`src/rtl/calc_pkg.sv`:
```
// Shared calculator definitions: converter FSM states, BCD digit width and
// the minimum-digit helper used to reject undersized converter instances.
package calc_pkg;

    localparam int unsigned BCD_DIGIT_W = 4;

    typedef enum logic [1:0] {
        IDLE  = 2'd0,
        SHIFT = 2'd1,
        DONE  = 2'd2
    } bin2bcd_state_e;

    // ceil(width * log10(2)), with log10(2) scaled by 1e5
    function automatic int unsigned bcd_digits(input int unsigned width);
        return (width * 32'd30103 + 32'd99999) / 32'd100000;
    endfunction

endpackage

```
`src/rtl/bin2bcd_seq_if.sv`:
```
// Request/result bundle between a binary producer and the BCD converter.
interface bin2bcd_seq_if
    import calc_pkg::*;
#(
    parameter int unsigned width  = 16,
    parameter int unsigned digits = 5
);

    localparam int unsigned BCD_W = BCD_DIGIT_W * digits;

    logic             start_i;
    logic [width-1:0] bin_i;
    logic             busy_o;
    logic             done_o;
    logic [BCD_W-1:0] bcd_o;
    logic             sign_o;

    modport master (
        output start_i, bin_i,
        input  busy_o, done_o, bcd_o, sign_o
    );

    modport slave (
        input  start_i, bin_i,
        output busy_o, done_o, bcd_o, sign_o
    );

endinterface

```
`src/rtl/bcd_digit_adj.sv`:
```
// One BCD digit pre-shift correction: values 5..9 get +3 so the following
// left shift carries into the next digit.
module bcd_digit_adj
    import calc_pkg::*;
(
    input  logic [BCD_DIGIT_W-1:0] din,
    output logic [BCD_DIGIT_W-1:0] dout_c
);

    // add 3 when digit >= 5
    always_comb begin
        dout_c = din;
        if (din >= BCD_DIGIT_W'(5)) begin
            dout_c = din + BCD_DIGIT_W'(3);
        end
    end

endmodule

```
`src/rtl/bin2bcd_seq.sv`:
```
// Sequential shift-and-add-3 binary-to-BCD converter, one bit per clock.
// Optional feature macro: BIN2BCD_SIGNED_EN (two's complement input,
// magnitude converted, sign reported on sign_o).
module bin2bcd_seq
    import calc_pkg::*;
#(
    parameter int unsigned width  = 16,
    parameter int unsigned digits = 5
) (
    input  logic          clk_i,
    input  logic          rst_ni,
    bin2bcd_seq_if.slave  bus
);

    localparam int unsigned BCD_W = BCD_DIGIT_W * digits;
    localparam int unsigned CNT_W = $clog2(width + 1);
    localparam int unsigned CAT_W = BCD_W + width;

    if (digits < bcd_digits(width)) begin : g_param_err
        $error("bin2bcd_seq: digits=%0d too small for width=%0d", digits, width);
    end

    bin2bcd_state_e   state_q, state_d;
    logic [CNT_W-1:0] cnt_q, cnt_d;
    logic [width-1:0] bin_q, bin_d;
    logic [BCD_W-1:0] bcd_q, bcd_d;
    logic [BCD_W-1:0] out_q, out_d;
    logic             busy_q, done_q;
    logic             capture_c;
    logic             final_c;
    logic [width-1:0] mag_c;
    logic [BCD_W-1:0] adj_c;
    logic [CAT_W-1:0] cat_c;

    // per-digit adjust ahead of each shift
    for (genvar g = 0; g < int'(digits); g++) begin : g_adj
        bcd_digit_adj u_adj (
            .din    (bcd_q[g*BCD_DIGIT_W +: BCD_DIGIT_W]),
            .dout_c (adj_c[g*BCD_DIGIT_W +: BCD_DIGIT_W])
        );
    end

    // joint left shift: binary MSB enters digit 0 LSB
    always_comb begin
        cat_c = {adj_c, bin_q} << 1;
    end

`ifdef BIN2BCD_SIGNED_EN
    logic sign_pend_q;
    logic sign_q;

    // magnitude of two's complement operand; -2^(width-1) maps to 2^(width-1)
    always_comb begin
        mag_c = bus.bin_i;
        if (bus.bin_i[width-1]) begin
            mag_c = (~bus.bin_i) + width'(1);
        end
    end

    // sign captured with the operand, published with the result
    always_ff @(posedge clk_i or negedge rst_ni) begin
        if (!rst_ni) begin
            sign_pend_q <= 1'b0;
            sign_q      <= 1'b0;
        end else begin
            if (capture_c) begin
                sign_pend_q <= bus.bin_i[width-1];
            end
            if (final_c) begin
                sign_q <= sign_pend_q;
            end
        end
    end

    assign bus.sign_o = sign_q;
`else
    // unsigned operand converted as-is
    always_comb begin
        mag_c = bus.bin_i;
    end

    assign bus.sign_o = 1'b0;
`endif

    // next-state and datapath update; a start seen on the DONE exit edge is
    // accepted so a held start yields one conversion every width+1 cycles
    always_comb begin
        state_d   = state_q;
        cnt_d     = cnt_q;
        bin_d     = bin_q;
        bcd_d     = bcd_q;
        out_d     = out_q;
        capture_c = 1'b0;
        final_c   = 1'b0;
        unique case (state_q)
            IDLE: begin
                capture_c = bus.start_i;
            end
            SHIFT: begin
                bcd_d = cat_c[CAT_W-1:width];
                bin_d = cat_c[width-1:0];
                if (cnt_q != '0) begin
                    cnt_d = cnt_q - CNT_W'(1);
                end
                if (cnt_q == CNT_W'(1)) begin
                    final_c = 1'b1;
                    state_d = DONE;
                end
            end
            DONE: begin
                state_d   = IDLE;
                capture_c = bus.start_i;
            end
            default: begin
                state_d = IDLE;
            end
        endcase
        if (final_c) begin
            out_d = cat_c[CAT_W-1:width];
        end
        if (capture_c) begin
            bin_d   = mag_c;
            bcd_d   = '0;
            cnt_d   = CNT_W'(width);
            state_d = SHIFT;
        end
    end

    // state, datapath and registered outputs
    always_ff @(posedge clk_i or negedge rst_ni) begin
        if (!rst_ni) begin
            state_q <= IDLE;
            cnt_q   <= '0;
            bin_q   <= '0;
            bcd_q   <= '0;
            out_q   <= '0;
            busy_q  <= 1'b0;
            done_q  <= 1'b0;
        end else begin
            state_q <= state_d;
            cnt_q   <= cnt_d;
            bin_q   <= bin_d;
            bcd_q   <= bcd_d;
            out_q   <= out_d;
            busy_q  <= (state_d != IDLE);
            done_q  <= (state_d == DONE);
        end
    end

    assign bus.busy_o = busy_q;
    assign bus.done_o = done_q;
    assign bus.bcd_o  = out_q;

endmodule
```
`src/flat_wrapper.sv`:
```
// flat-port wrapper written by rule: the top's interface ports become plain ports
module bin2bcd_seq_flat import calc_pkg::*;
#(
    parameter int unsigned width  = 16,
    parameter int unsigned digits = 5
)
  (clk_i, rst_ni, bus_start_i, bus_bin_i, bus_busy_o, bus_done_o, bus_bcd_o, bus_sign_o);
  bin2bcd_seq_if #(.width(width), .digits(digits)) bus_i ();
  input  logic clk_i;
  input  logic rst_ni;
  input wire logic [$bits(bus_i.start_i)-1:0] bus_start_i;
  input wire logic [$bits(bus_i.bin_i)-1:0] bus_bin_i;
  output wire logic [$bits(bus_i.busy_o)-1:0] bus_busy_o;
  output wire logic [$bits(bus_i.done_o)-1:0] bus_done_o;
  output wire logic [$bits(bus_i.bcd_o)-1:0] bus_bcd_o;
  output wire logic [$bits(bus_i.sign_o)-1:0] bus_sign_o;
  assign bus_i.start_i = bus_start_i;
  assign bus_i.bin_i = bus_bin_i;
  assign bus_busy_o = bus_i.busy_o;
  assign bus_done_o = bus_i.done_o;
  assign bus_bcd_o = bus_i.bcd_o;
  assign bus_sign_o = bus_i.sign_o;
  bin2bcd_seq #(.width(width), .digits(digits)) u_core (.clk_i(clk_i), .rst_ni(rst_ni), .bus(bus_i));
endmodule
```
`config.mk`:
```
export PLATFORM = sky130hd
export DESIGN_NAME = bin2bcd_seq_flat
export DESIGN_NICKNAME = d
export VERILOG_FILES = /design/src/rtl/calc_pkg.sv /design/src/rtl/bin2bcd_seq_if.sv /design/src/rtl/bcd_digit_adj.sv /design/src/rtl/bin2bcd_seq.sv /design/src/flat_wrapper.sv
export SDC_FILE = /design/constraint.sdc
export NUM_CORES = 1
export LEC_CHECK = 0
export CAP_MARGIN = 30
export CORE_MARGIN = 2
export CORE_UTILIZATION = 49
export CTS_CLUSTER_DIAMETER = 40
export DETAILED_ROUTE_END_ITERATION = 12
export PLACE_DENSITY = 0.75
export SKIP_CTS_REPAIR_TIMING = 1
export SLEW_MARGIN = 30
export SYNTH_ARGS = -nofsm -noshare
export SYNTH_HDL_FRONTEND = slang
export SYNTH_SLANG_ARGS = --single-unit
```
`constraint.sdc`:
```
create_clock -name clk_i -period 1.5 [get_ports clk_i]
set_input_delay 0.15 -clock clk_i [delete_from_list [all_inputs] [get_ports clk_i]]
set_output_delay 0.15 -clock clk_i [all_outputs]
set_load 0.02 [all_outputs]
```
# == After elaboration in Yosys (flattened, before gate mapping) ==
# Cells that the tools add are included.
# W data, S select, Z words.
# word_totals
ff_bits,65
inputBits,19
out_inout_bits,23
# classes
n_addsub,6
order_cmp,5
eq_ne,4
n_mux,18
reduce_logical,7
# ops
op,n
$mux W20,2
$mux W16,2
$ge A4 B3 Y1 const B,5
$add A4 B2 Y4 const B,4
$mux W4,4
$mux W5,3
$reduce_bool A2 Y1,3
$eq A5 B1 Y1 const B,1
$reduce_bool A5 Y1,1
$sub A5 B1 Y5 const B,1
$eq A2 B2 Y1 const B,2
$mux W2,2
$pmux W2 S2,1
$add A3 B2 Y3 const B,1
$mux W1,3
$mux W3,1
$eq A2 B1 Y1 const B,1
$logic_not A2 Y1,1
$reduce_and A2 Y1,1
$reduce_or A2 Y1,1

# == Longest topological paths before layout ==
# depth
depth_word,5
mapped_depth,6
mapped_depth_nobuf,6

# == By module ==
# Synthesis repeated with hierarchy kept, for this count alone.
# hier_totals
cells_unflattened,276
area_unflattened_um2,3141.8
# by_module_without_submodules
module,n_inst,cells_each,area_per_inst_um2
bin2bcd_seq,1,196,2635.0
bcd_digit_adj,5,16,101.3

# == Least setup slack after synthesis ==
# OpenSTA, ideal clock, no wires.
# synth_path
path_kind,reg2reg
start,reg u_core.cnt_q[2]
end,reg u_core.out_q[10] (netlist: u_core.bus.bcd_o[10])
t_arrival_ns,1.354
slack_ns,0.021
path_stages_with_launch,5
n_path_buf,1
path_cell_list,dfrtp_1 nor3_4 and3_4 buf_6 mux2_4
# synth_between
elab_chain_cells,3
# synth_lines
item,line,rtl
start: declaration,bin2bcd_seq.sv:24,"logic [CNT_W-1:0] cnt_q, cnt_d;"
start signal: assignment,bin2bcd_seq.sv:141,cnt_q <= cnt_d;
$eq A5 B1 Y1,bin2bcd_seq.sv:105,if (cnt_q == CNT_W'(1)) begin
$mux W1,bin2bcd_seq.sv:105,
$mux W1,bin2bcd_seq.sv:95,unique case (state_q)
end signal: assignment,bin2bcd_seq.sv:144,out_q <= out_d;
end: declaration,bin2bcd_seq.sv:27,"logic [BCD_W-1:0] out_q, out_d;"
# Every way passes these cells.
# A chain may end at the register's enable or synchronous reset.

# == Final worst setup path ==
# layout_path
start,reg u_core.cnt_q[1]
end,reg u_core.cnt_q[3]
# layout_between
elab_chain_cells,4
word_cells_on_any_way,7
# layout_lines
item,line,rtl
$sub A5 B1 Y5,bin2bcd_seq.sv:103,cnt_d = cnt_q - CNT_W'(1);
$mux W5,bin2bcd_seq.sv:102,if (cnt_q != '0) begin
$mux W5,bin2bcd_seq.sv:95,
$mux W5,bin2bcd_seq.sv:121,if (capture_c) begin
# Several ways; a longest one is shown, not always the timed one. The select of a mux whose other input is x is not followed.

==> results <==
[layer usage]
layer	wire length, µm	track usage, %	up-vias
met3	334	4.47	8
li1	-	-	1145
met4	65	10.3	0
met2	3570	31.0	55
met5	0	0	-
met1	3000	25.3	1178
[cells by family after synthesis]
family | Yosys count
compound gates | 68
xor+xnor | 5
fa+ha+maj | 12
buf+inv | 27
flops | 65
mux | 18
other cells | 1
simple gates | 86
[cell type report]
cell class | count | area [µm²]
well taps | 75 | 93.8
multi-input cells | 190 | 1430
inverters | 13 | 52.6
flip-flops and latches | 65 | 1630
fillers | 429 | 1730
repair buffers | 82 | 808
clock inverters | 6 | 105
clock buffers | 10 | 138
[flip-flops by register name (all words and copies together) (netlist names)]
| signal | count |
|---|---|
| u_core.bcd_q | 20 |
| u_core.bin_q | 16 |
| u_core.bus.bcd_o | 20 |
| u_core.bus.busy_o | 1 |
| u_core.bus.done_o | 1 |
| u_core.cnt_q | 5 |
| u_core.state_q | 2 |
[worst paths after layout]
kind	start	to
worst max-delay path	u_core.cnt_q[1]	u_core.cnt_q[3]
worst min-delay path	rst_ni	u_core.bus.bcd_o[7]
worst max register to register	u_core.cnt_q[1]	u_core.cnt_q[3]
worst min register to register	u_core.bin_q[8]	u_core.bin_q[8]
max in group asynchronous	rst_ni	u_core.bcd_q[9]
min in group clk_i	bus_bin_i[10]	u_core.bin_q[10]
[report_power, final]
group / switching [mW] / internal, mW
Combinational: 2.66 / 2.83
Sequential: 0.622 / 2.56
Clock: 0.688 / 1.14
Total: 3.97 / 6.53
[cell usage in the layout (no fill, tap or decap), types with 2 or more instances in the layout]
cell	instances
a21oi_1	19
a21oi_2	3
a21oi_4	3
a22o_1	11
a22oi_1	15
buf_12	5
buf_4	33
buf_6	2
bufinv_16	3
clkbuf_8	10
clkdlybuf4s50_1	32
clkinv_2	3
dfrtp_1	64
dlymetal6s2s_1	7
ha_1	8
ha_2	3
inv_1	7
inv_2	5
mux2_4	10
mux2i_1	6
nand2_1	41
nand2b_1	3
nand2b_4	4
nand3_1	5
nor2_1	10
nor3_1	6
nor3b_1	9
o21ai_0	8
o21ai_1	2
o22ai_2	3
xnor2_1	4
[stage by stage]
step	setup slack (ps)	instances	setup TNS (ps)
floorplan	21.0	282	0
global placement	-40.0	413	-154
detailed placement	-90.1	413	-807
CTS	-122	429	-953
global route	-93.9	441	-981
finish	-3.40	441	-3.40
[Yosys cell counts (all sizes together), types with 2 or more instances]
library cell / n / area [µm²]
nand2: 41 / 154
a22oi: 15 / 113
o21ai: 10 / 50.1
nand3: 5 / 25.0
nand2b: 7 / 43.8
nor3: 7 / 46.3
buf: 10 / 77.6
o22ai: 4 / 25.0
nor3b: 9 / 67.6
and3: 2 / 17.5
nor2: 11 / 43.8
clkbuf: 4 / 15.0
dfrtp: 65 / 1630
xnor2: 5 / 43.8
mux2i: 7 / 70.1
inv: 13 / 48.8
ha: 12 / 150
mux2: 11 / 161
a22o: 11 / 96.3
a21oi: 25 / 125
[worst max-delay path: cells and delay by family, from the launching register on]
| kind | cells | cell delay [ps] |
|---|---|---|
| buffers and inverters | 1 | 140 |
| AOI/OAI and AO/OA | 2 | 390 |
| and+or+nand+nor | 1 | 520 |
| DFF | 1 | 390 |
==> reports/results.txt <==
1st-iter DRT viols: 177
critical-path cell list: buf_4, or4_4, a211oi_2, a31o_2
#FFs+latches synth: 65
CP max stage cell: or4_4
GP Congestion: 0.740
Detail Route Antenna Nets: 0
Finished Cell Area: 4260 µm²
Peak VDD IR: 1.37 mV
Skew-Pair Late Insertion Delay: 340 ps
CP Data Arrival Time: 1780 ps
kind of critical path: reg2reg
via/cell ratio: 5.41
Reg2Reg Setup Slack: -3 ps
EDFF count, synth: 0
1st-pass router iterations: 4
outcome: finished, violations left
leakage power figure: 2.05 nW
vias in the first global route: 2338
Largest stage delay, worst path: 520 ps
first-pass GRT wire length: 10900 µm
Post-Syn Area: 3060 µm²
H-tree depth: 3
IO buf count: 40
Area Overhead vs Synth: 39.2%
Die Height: 83.0 µm
syn nets: 313
Antenna diodes: 0
nets@finish: 392
area of the die: 6890 µm²
XOR/XNOR share of the synthesized area: 1.43%
CTS root buf: clkbuf_8
Clock transition at path regs: 80 ps
CP endpoint kind: flop
share of post-route cells with drive strength above 1: 28.1%
GRT Total Usage: 19.7%
ys flop type: dfrtp_1
clk buf depth: 2
CTS tree: built
Starting Density: 51.1%
# Max-Cap Violations: 0
setup ws final: -3.40 ps
fin crit share: 100%
io pins: 42
WL final: 6970 µm
largest family of logic cells by synthesized area: compound AO/OA/AOI/OAI gates
Hold Path Class: in2async
TritonCTS Buffers: 9
Clock Sinks: 65
initial antenna violation count: 0
Vias: 2386
Power Total: 10.5 mW
global route overflow: 0
Post-Syn Instances: 282
Core Util, Final: 71.1%
failing checks: setup timing
Adder-Cell Fraction of Synth Area: 4.91%
post-synth cell types: 34
Hold WS: 350 ps
Yosys Warn Count: 0
Mean Syn Cell Area: 10.8 µm²
Post-synth ARST share: 100%
final setup fails: 1
FF-to-FF path depth: 4
mux contribution to synthesized area: 7.57%
Synth Area in Simple Gates: 13.9%
Fin. Hold Viols: 0
post-synthesis compound-gate area fraction: 14.2%
Worst Path Max Fanout: 2
Die W: 83.0 µm
Pins Over Slew Limit: 0
Seq/Total Area, Yosys: 53.2%
Core Region: 5990 µm²
min Tclk post-route: 1500 ps
WL per Instance: 15.8 µm
type of origin of the critical path: flop
Critical Path RT: 1780 ps
Rows: 28
DRC: 0
Power Density: 2470 nW/µm²
RSZ-0062 raised after global routing: true
skew final: 10.1 ps
Placed Area: 3710 µm²
Peak Freq: 0.665 GHz
largest net degree at the start of global routing: 66
detailed placement HPWL: 4230 µm
(Power assumes the default switching activity.)
